File: config.mk
export PLATFORM = sky130hd
export DESIGN_NAME = cpu_control_unit
export DESIGN_NICKNAME = d
export VERILOG_FILES = /design/src/rtl/cpu_control_unit.sv
export SDC_FILE = /design/constraint.sdc
export NUM_CORES = 1
export LEC_CHECK = 0
export CORE_MARGIN = 2
export CORE_UTILIZATION = 27
export CTS_CLUSTER_DIAMETER = 50
export DETAILED_ROUTE_END_ITERATION = 8
export SLEW_MARGIN = 20
export SYNTH_ARGS = -nofsm -noshare
export SYNTH_HDL_FRONTEND = slang
export SYNTH_SLANG_ARGS = --single-unit
File: constraint.sdc
create_clock -name clk -period 0.8 [get_ports clk]
set_input_delay 0.12 -clock clk [delete_from_list [all_inputs] [get_ports clk]]
set_output_delay 0.12 -clock clk [all_outputs]
set_load 0.03 [all_outputs]
File: src/rtl/cpu_control_unit.sv
// Main decoder and condition checker for the MiniMicro single-cycle datapath.
// Produces registered datapath controls from opcode, condition field and ALU flags.
module cpu_control_unit #(
    parameter int word_size   = 32,
    parameter int opcode_size = 5
) (
    input  logic                   clk,
    input  logic                   rst,
    input  logic [word_size-1:0]   instruction,
    input  logic [3:0]             flags,
    output logic                   mem_to_reg,
    output logic                   mem_write,
    output logic                   reg_write,
    output logic [opcode_size-1:0] alu_ctrl,
    output logic                   alu_src,
    output logic                   imm_src
);

    localparam logic [opcode_size-1:0] alu_add = opcode_size'(6);
    localparam logic [opcode_size-1:0] op_load = opcode_size'(5'h13);
    localparam logic [opcode_size-1:0] op_store = opcode_size'(5'h14);

    logic [opcode_size-1:0] opcode;
    logic [3:0]             cond;
    logic                   n, z, c, v;
    logic                   cond_ok;
    logic                   is_alu, is_load, is_store, is_imm;

    logic                   d_mem_to_reg, d_mem_write, d_reg_write;
    logic [opcode_size-1:0] d_alu_ctrl;
    logic                   d_alu_src, d_imm_src;

    logic                   unused_bits;

    assign opcode = instruction[word_size-1 -: opcode_size];
    assign cond   = instruction[word_size-opcode_size-1 -: 4];
    assign unused_bits = ^instruction[word_size-opcode_size-5:0];

    assign n = flags[3];
    assign z = flags[2];
    assign c = flags[1];
    assign v = flags[0];

    // Opcode classes; bit 4 clear covers the register ALU ops, 11xxx the immediates
    assign is_alu   = !opcode[opcode_size-1] && (opcode != '0);
    assign is_load  = (opcode == op_load);
    assign is_store = (opcode == op_store);
    assign is_imm   = (opcode[opcode_size-1 -: 2] == 2'b11);

    always_comb begin
        cond_ok = 1'b0;
        case (cond)
            4'h0: cond_ok = 1'b1;
            4'h1: cond_ok = z;
            4'h2: cond_ok = !z;
            4'h3: cond_ok = c;
            4'h4: cond_ok = !c;
            4'h5: cond_ok = n;
            4'h6: cond_ok = !n;
            4'h7: cond_ok = v;
            4'h8: cond_ok = !v;
            4'h9: cond_ok = c && !z;
            4'hA: cond_ok = !c || z;
            4'hB: cond_ok = (n == v);
            4'hC: cond_ok = (n != v);
            4'hD: cond_ok = !z && (n == v);
            4'hE: cond_ok = z || (n != v);
            default: cond_ok = 1'b0;
        endcase
    end

    always_comb begin
        d_mem_to_reg = 1'b0;
        d_mem_write  = 1'b0;
        d_reg_write  = 1'b0;
        d_alu_ctrl   = '0;
        d_alu_src    = 1'b0;
        d_imm_src    = 1'b0;
        unique case (1'b1)
            is_alu: begin
                d_reg_write = 1'b1;
                d_alu_ctrl  = opcode;
            end
            is_load: begin
                d_reg_write  = 1'b1;
                d_mem_to_reg = 1'b1;
                d_alu_src    = 1'b1;
                d_alu_ctrl   = alu_add;
            end
            is_store: begin
                d_mem_write = 1'b1;
                d_alu_src   = 1'b1;
                d_alu_ctrl  = alu_add;
            end
            is_imm: begin
                d_reg_write = 1'b1;
                d_alu_src   = 1'b1;
                d_imm_src   = 1'b1;
                d_alu_ctrl  = opcode_size'(opcode[2:0]);
            end
            default: ;
        endcase
    end

    // A failed condition squashes the whole instruction to a NOP
    always_ff @(posedge clk or negedge rst) begin
        if (!rst) begin
            mem_to_reg <= 1'b0;
            mem_write  <= 1'b0;
            reg_write  <= 1'b0;
            alu_ctrl   <= '0;
            alu_src    <= 1'b0;
            imm_src    <= 1'b0;
        end else if (cond_ok) begin
            mem_to_reg <= d_mem_to_reg;
            mem_write  <= d_mem_write;
            reg_write  <= d_reg_write;
            alu_ctrl   <= d_alu_ctrl;
            alu_src    <= d_alu_src;
            imm_src    <= d_imm_src;
        end else begin
            mem_to_reg <= 1'b0;
            mem_write  <= 1'b0;
            reg_write  <= 1'b0;
            alu_ctrl   <= '0;
            alu_src    <= 1'b0;
            imm_src    <= 1'b0;
        end
    end

endmodule

# Word-level counts from Yosys, hierarchy flattened
# Cells that the tools add are included.
# Widths: inputs -> output; s select.
[totals]
input_bits = 38
regBits = 10
output_inout_bits = 10
elab_cells = 53
[classes]
reduce_logical = 15
muxes = 13
eq_ne = 19
[ops]
columns = ["cell", "count"]
rows = [
  ["$eq 4x4->1 const B", 7],
  ["$eq 4x3->1 const B", 4],
  ["$pmux 1 s15", 1],
  ["$pmux 5 s3", 1],
  ["$eq 5x5->1 const B", 2],
  ["$mux 1", 10],
  ["$eq 4x2->1 const B", 2],
  ["$reduce_or 3->1", 2],
  ["$logic_not 1->1", 5],
  ["$mux 5", 1],
  ["$reduce_bool 5->1", 1],
  ["$eq 4x1->1 const B", 1],
  ["$logic_not 4->1", 1],
  ["$logic_and 1x1->1", 3],
  ["$eq 2x2->1 const B", 1],
  ["$logic_or 1x1->1", 2],
  ["$reduce_or 2->1", 1],
  ["$eq 1x1->1", 1],
  ["$ne 1x1->1", 1],
]

# Logic depth before layout (Yosys ltp)
# Gate-level depths: netlist (run 1).
[depth]
ltp_word = 5
mapped_depth = 6

# Least setup slack after synthesis (run 1)
# OpenSTA, ideal clock, no wires.
[synth_path]
path_type = "input-to-reg"
startpoint = "input instruction[23]"
endpoint = "register alu_ctrl[3]"
cell_stages = 5
slack_ns = -0.526
required_ns = 0.693
t_arrival_ns = 1.220
setup_ns = 0.107
n_path_buf = 1
path_cell_list = "buf_2 -> mux2_2 -> a221oi_2 -> a2111oi_4 -> a2111oi_4"
[synth_via]
elab_chain_cells = 3
[synth_rtl]
columns = ["item", "line_no", "rtl"]
rows = [
  ["from (decl)", "9", "input logic [word_size-1:0] instruction,"],
  ["$eq 4x4->1, or another cell as far along", "52", "case (cond)"],
  ["$pmux 1 s15 (*)", "52", ""],
  ["$mux 5 (*)", "114", "end else if (cond_ok) begin"],
  ["to (signal assigned)", "118", "alu_ctrl <= d_alu_ctrl;"],
  ["to (decl)", "14", "output logic [opcode_size-1:0] alu_ctrl,"],
]
# Mark *: on every way between the ends. The rest lies on a longest branch, timed or not.

# Worst setup path in the final report (run 1)
[layout_path]
startpoint = "input flags[3]"
endpoint = "register alu_ctrl[3]"
[layout_via]
elab_chain_cells = 4
[layout_rtl]
columns = ["item", "line_no", "rtl"]
rows = [
  ["from (decl)", "10", "input logic [3:0] flags,"],
  ["$ne 1x1->1 or $eq 1x1->1 (tied branches)", "--", ""],
  ["$logic_or 1x1->1 or $logic_and 1x1->1 (tied branches)", "67, 66", ""],
  ["$pmux 1 s15 (*)", "52", ""],
  ["$mux 5 (*)", "114", ""],
]
# Marked as above.

==> metrics.yaml, run 1 <==
status: "finished with violations"
violations: "negative setup slack"
path_max_fanout: 3
drv_cap: 0
antenna_found_initial: 0
cts_hold_buf: 0
synthXorXnorAreaFrac_pct: 1.29
tns_ns: -3.85
hp-class: "primary input to async pin"
p_switching_uw: 498
synth.distinct_cells: 32
slew_violations: 0
dieArea_mm2: 0.00293
initial_core_util_pct: 27.9
syn-cell-area_um2: 678
numCtsBuffers: 3
grt_util_all_layers_pct: 12.6
crit_required_ns: 0.96
clk_pin_slew_ns: 0.06
clkPwrFrac_pct: 26.6
yosys_warnings: 0
drtIter0Drc: 1
startpoint_type: "primary input"
routedWlPerCell_um: 11.9
crit_path_end_kind: "flop"
num-nets-final: 157
netSwitchingFraction_pct: 30.2
cpMostUsedCell: "a2111oi_4"
ios: 48
finalCritPeriodShare_pct: 149
fp.dieW_um: 54.1
htree_levels: 1
netlist_instances: 67
synth.area.mux_share_pct: 3.69
routed_wl_um: 1760
place_hpwl_um: 1310
slowest_stage: "mux2_4"
vdd_drop_max_v: 0.000723
synth-simple-area-share_pct: 17.0
layout_commonest_cell: "buf_4"
grt_pass1_wl_um: 2690
overflow: 0
setup_viol: 19
drcViolationCount: 0
place_inst: 138
layout_min_cycle_time_ns: 1.19
critPathArrivalTime_ns: 1.35
core_area_mm2: 0.00243
layout-drive-gt1-share_pct: 63.6
dieHeight_um: 54.1
syn-mean-instance-area_um2: 10.1
p_leak_uw: 0.000579
path_buf_inv: 3
fillCellCount: 204
powerDensity_mw_per_mm2: 1270
cpLargestDelayFamily: "compound AO/OA/AOI/OAI gates"
synth_fa_ha_area_share_pct: 0
fin_ws_ns: -0.393
grt_max_degree: 11
stdcell_count: 148
synth_top_family_by_area: "compound AO/OA/AOI/OAI gates"
largest_register_ffs: 5
area_delta_synth_final_pct: 91.9
synth_seq_cells: 10
pwr-share-seq_pct: 33.7
final_cell_mix: "19 x buf_4, 15 x buf_6, 10 x dfrtp_1"
fp-row-count: 18
cts_tree: "built"
fmax_mhz: 838
p_comb_share_pct: 39.8
intPower_uw: 1150
rsz0062_at_grt: "true"
n_antenna_cell: 0
gp_congestion: 0.811
cts.sinks: 10
vias: 704
synth-compound-area-share_pct: 34.3
synth_seq_area_share_pct: 36.9
grt_pass1_vias: 682
dr.pass1.iters: 2
syn-num-nets: 105
criticalPathCategory: "primary input to flop"
vias_per_cell: 4.76
final-hold-violation-count: 0
root_buffer: "clkbuf_4"
cts_buffer_depth: 2
port_buffers: 24
largest_register: "alu_ctrl"
max_stage_delay_ns: 0.30
cp_cell_sequence: "buf_8 -> buf_6 -> mux2_4 -> a221oi_4 -> a2111oi_4 -> buf_4 -> a2111oi_4"
ant_nets: 0
[power groups by stage]
stage	clock (µW)	combinational (µW)	sequential, µW
6_report	437	655	554
5_1_grt	481	701	556
4_1_cts	460	598	555
3_5_place_dp	0	520	558
3_3_place_gp	0	513	558
2_1_floorplan	0	200	629
[timing repair]
item / in CTS / in global routing
setup endpoints to repair: 19 / 19
resized for setup: 46 / 27
gates cloned: 1 / 0
pin swaps: 9 / 9
setup buffers: 7 / 1
[layer usage]
layer	global-route usage [%]	part of all wire (%)	up-vias
li1	-	-	356
met1	12.9	41	327
met2	24.4	54	19
met3	1.11	3.8	2
met4	7.08	0.80	0
met5	0	0	-
[metrics by stage]
| step | utilization [%] | hold slack, ns | total power [µW] | setup slack (ns) | instance area (µm²) |
|---|---|---|---|---|---|
| 2_1_floorplan | - | -0.176 | 830 | -0.468 | 716 |
| 3_3_place_gp | 44.6 | 0.420 | 1070 | -1.11 | 1080 |
| 3_5_place_dp | 44.6 | 0.428 | 1080 | -1.14 | 1080 |
| 4_1_cts | 51.2 | 0.136 | 1610 | -0.362 | 1240 |
| 5_1_grt | 53.5 | 0.179 | 1740 | -0.434 | 1300 |
| 6_report | 53.5 | 0.148 | 1650 | -0.393 | 1300 |
[how the worst max path moves through the flow]
stage / from / end / slack, ns / depth (start not counted)
6_report: flags[3] / alu_ctrl[3] / -0.39 / 7
5_1_grt: flags[3] / alu_ctrl[3] / -0.43 / 7
4_1_cts: flags[3] / alu_ctrl[1] / -0.36 / 7
3_5_place_dp: instruction[25] / alu_ctrl[1] / -1.14 / 5
3_3_place_gp: instruction[23] / alu_ctrl[2] / -1.11 / 6
2_1_floorplan: flags[3] / alu_ctrl[3] / -0.47 / 5
[synth_stat cells]
library cell | number | area, µm²
a21oi_1 | 2 | 10.0
nand4b_1 | 1 | 8.76
buf_2 | 1 | 5.00
nor2_1 | 3 | 11.3
and3b_2 | 1 | 10.0
inv_1 | 7 | 26.3
nor3b_1 | 1 | 7.51
nor2b_1 | 2 | 12.5
conb_1 | 1 | 3.75
o31ai_1 | 1 | 7.51
nand2b_4 | 1 | 13.8
or2_2 | 1 | 6.26
o311a_1 | 1 | 10.0
a21boi_0 | 2 | 15.0
a221oi_2 | 1 | 15.0
mux2_2 | 1 | 11.3
o22ai_1 | 1 | 6.26
a211oi_1 | 8 | 60.1
nand2_1 | 4 | 15.0
a22oi_2 | 1 | 12.5
a2111oi_4 | 2 | 55.1
o21ai_0 | 5 | 25.0
nand2b_1 | 1 | 6.26
and3b_1 | 1 | 8.76
mux2i_2 | 1 | 13.8
nand3_1 | 1 | 5.00
o21a_1 | 1 | 7.51
xnor2_1 | 1 | 8.76
buf_6 | 1 | 11.3
a311oi_1 | 1 | 8.76
nor4bb_1 | 1 | 10.0
dfrtp_1 | 10 | 250
[kinds of logic after synthesis]
group                     count (synthesis)
other                                     1
AOI/OAI and AO/OA                        26
DFF                                      10
and+or+nand+nor                          18
buffers and inverters                     9
muxes                                     2
xor gates and xnor gates                  1
[area by class of cell]
type                       instances  area (µm²)  area share (%)
multi-input combinational         49         527            40.5
tap                               30        37.5            2.88
timing repair buffer              48         424            32.6
clock buffer                       4        36.3            2.79
sequential                        10         250            19.2
inverter                           7        26.3            2.02
No activity file was read; power rests on OpenSTA's default activity.
==> run 2, diff against run 1 <==
- CTS_CLUSTER_SIZE: unset -> 25
==> results of run 2 <==
No change in the layout: final DEF, timing and power equal those of run 1.
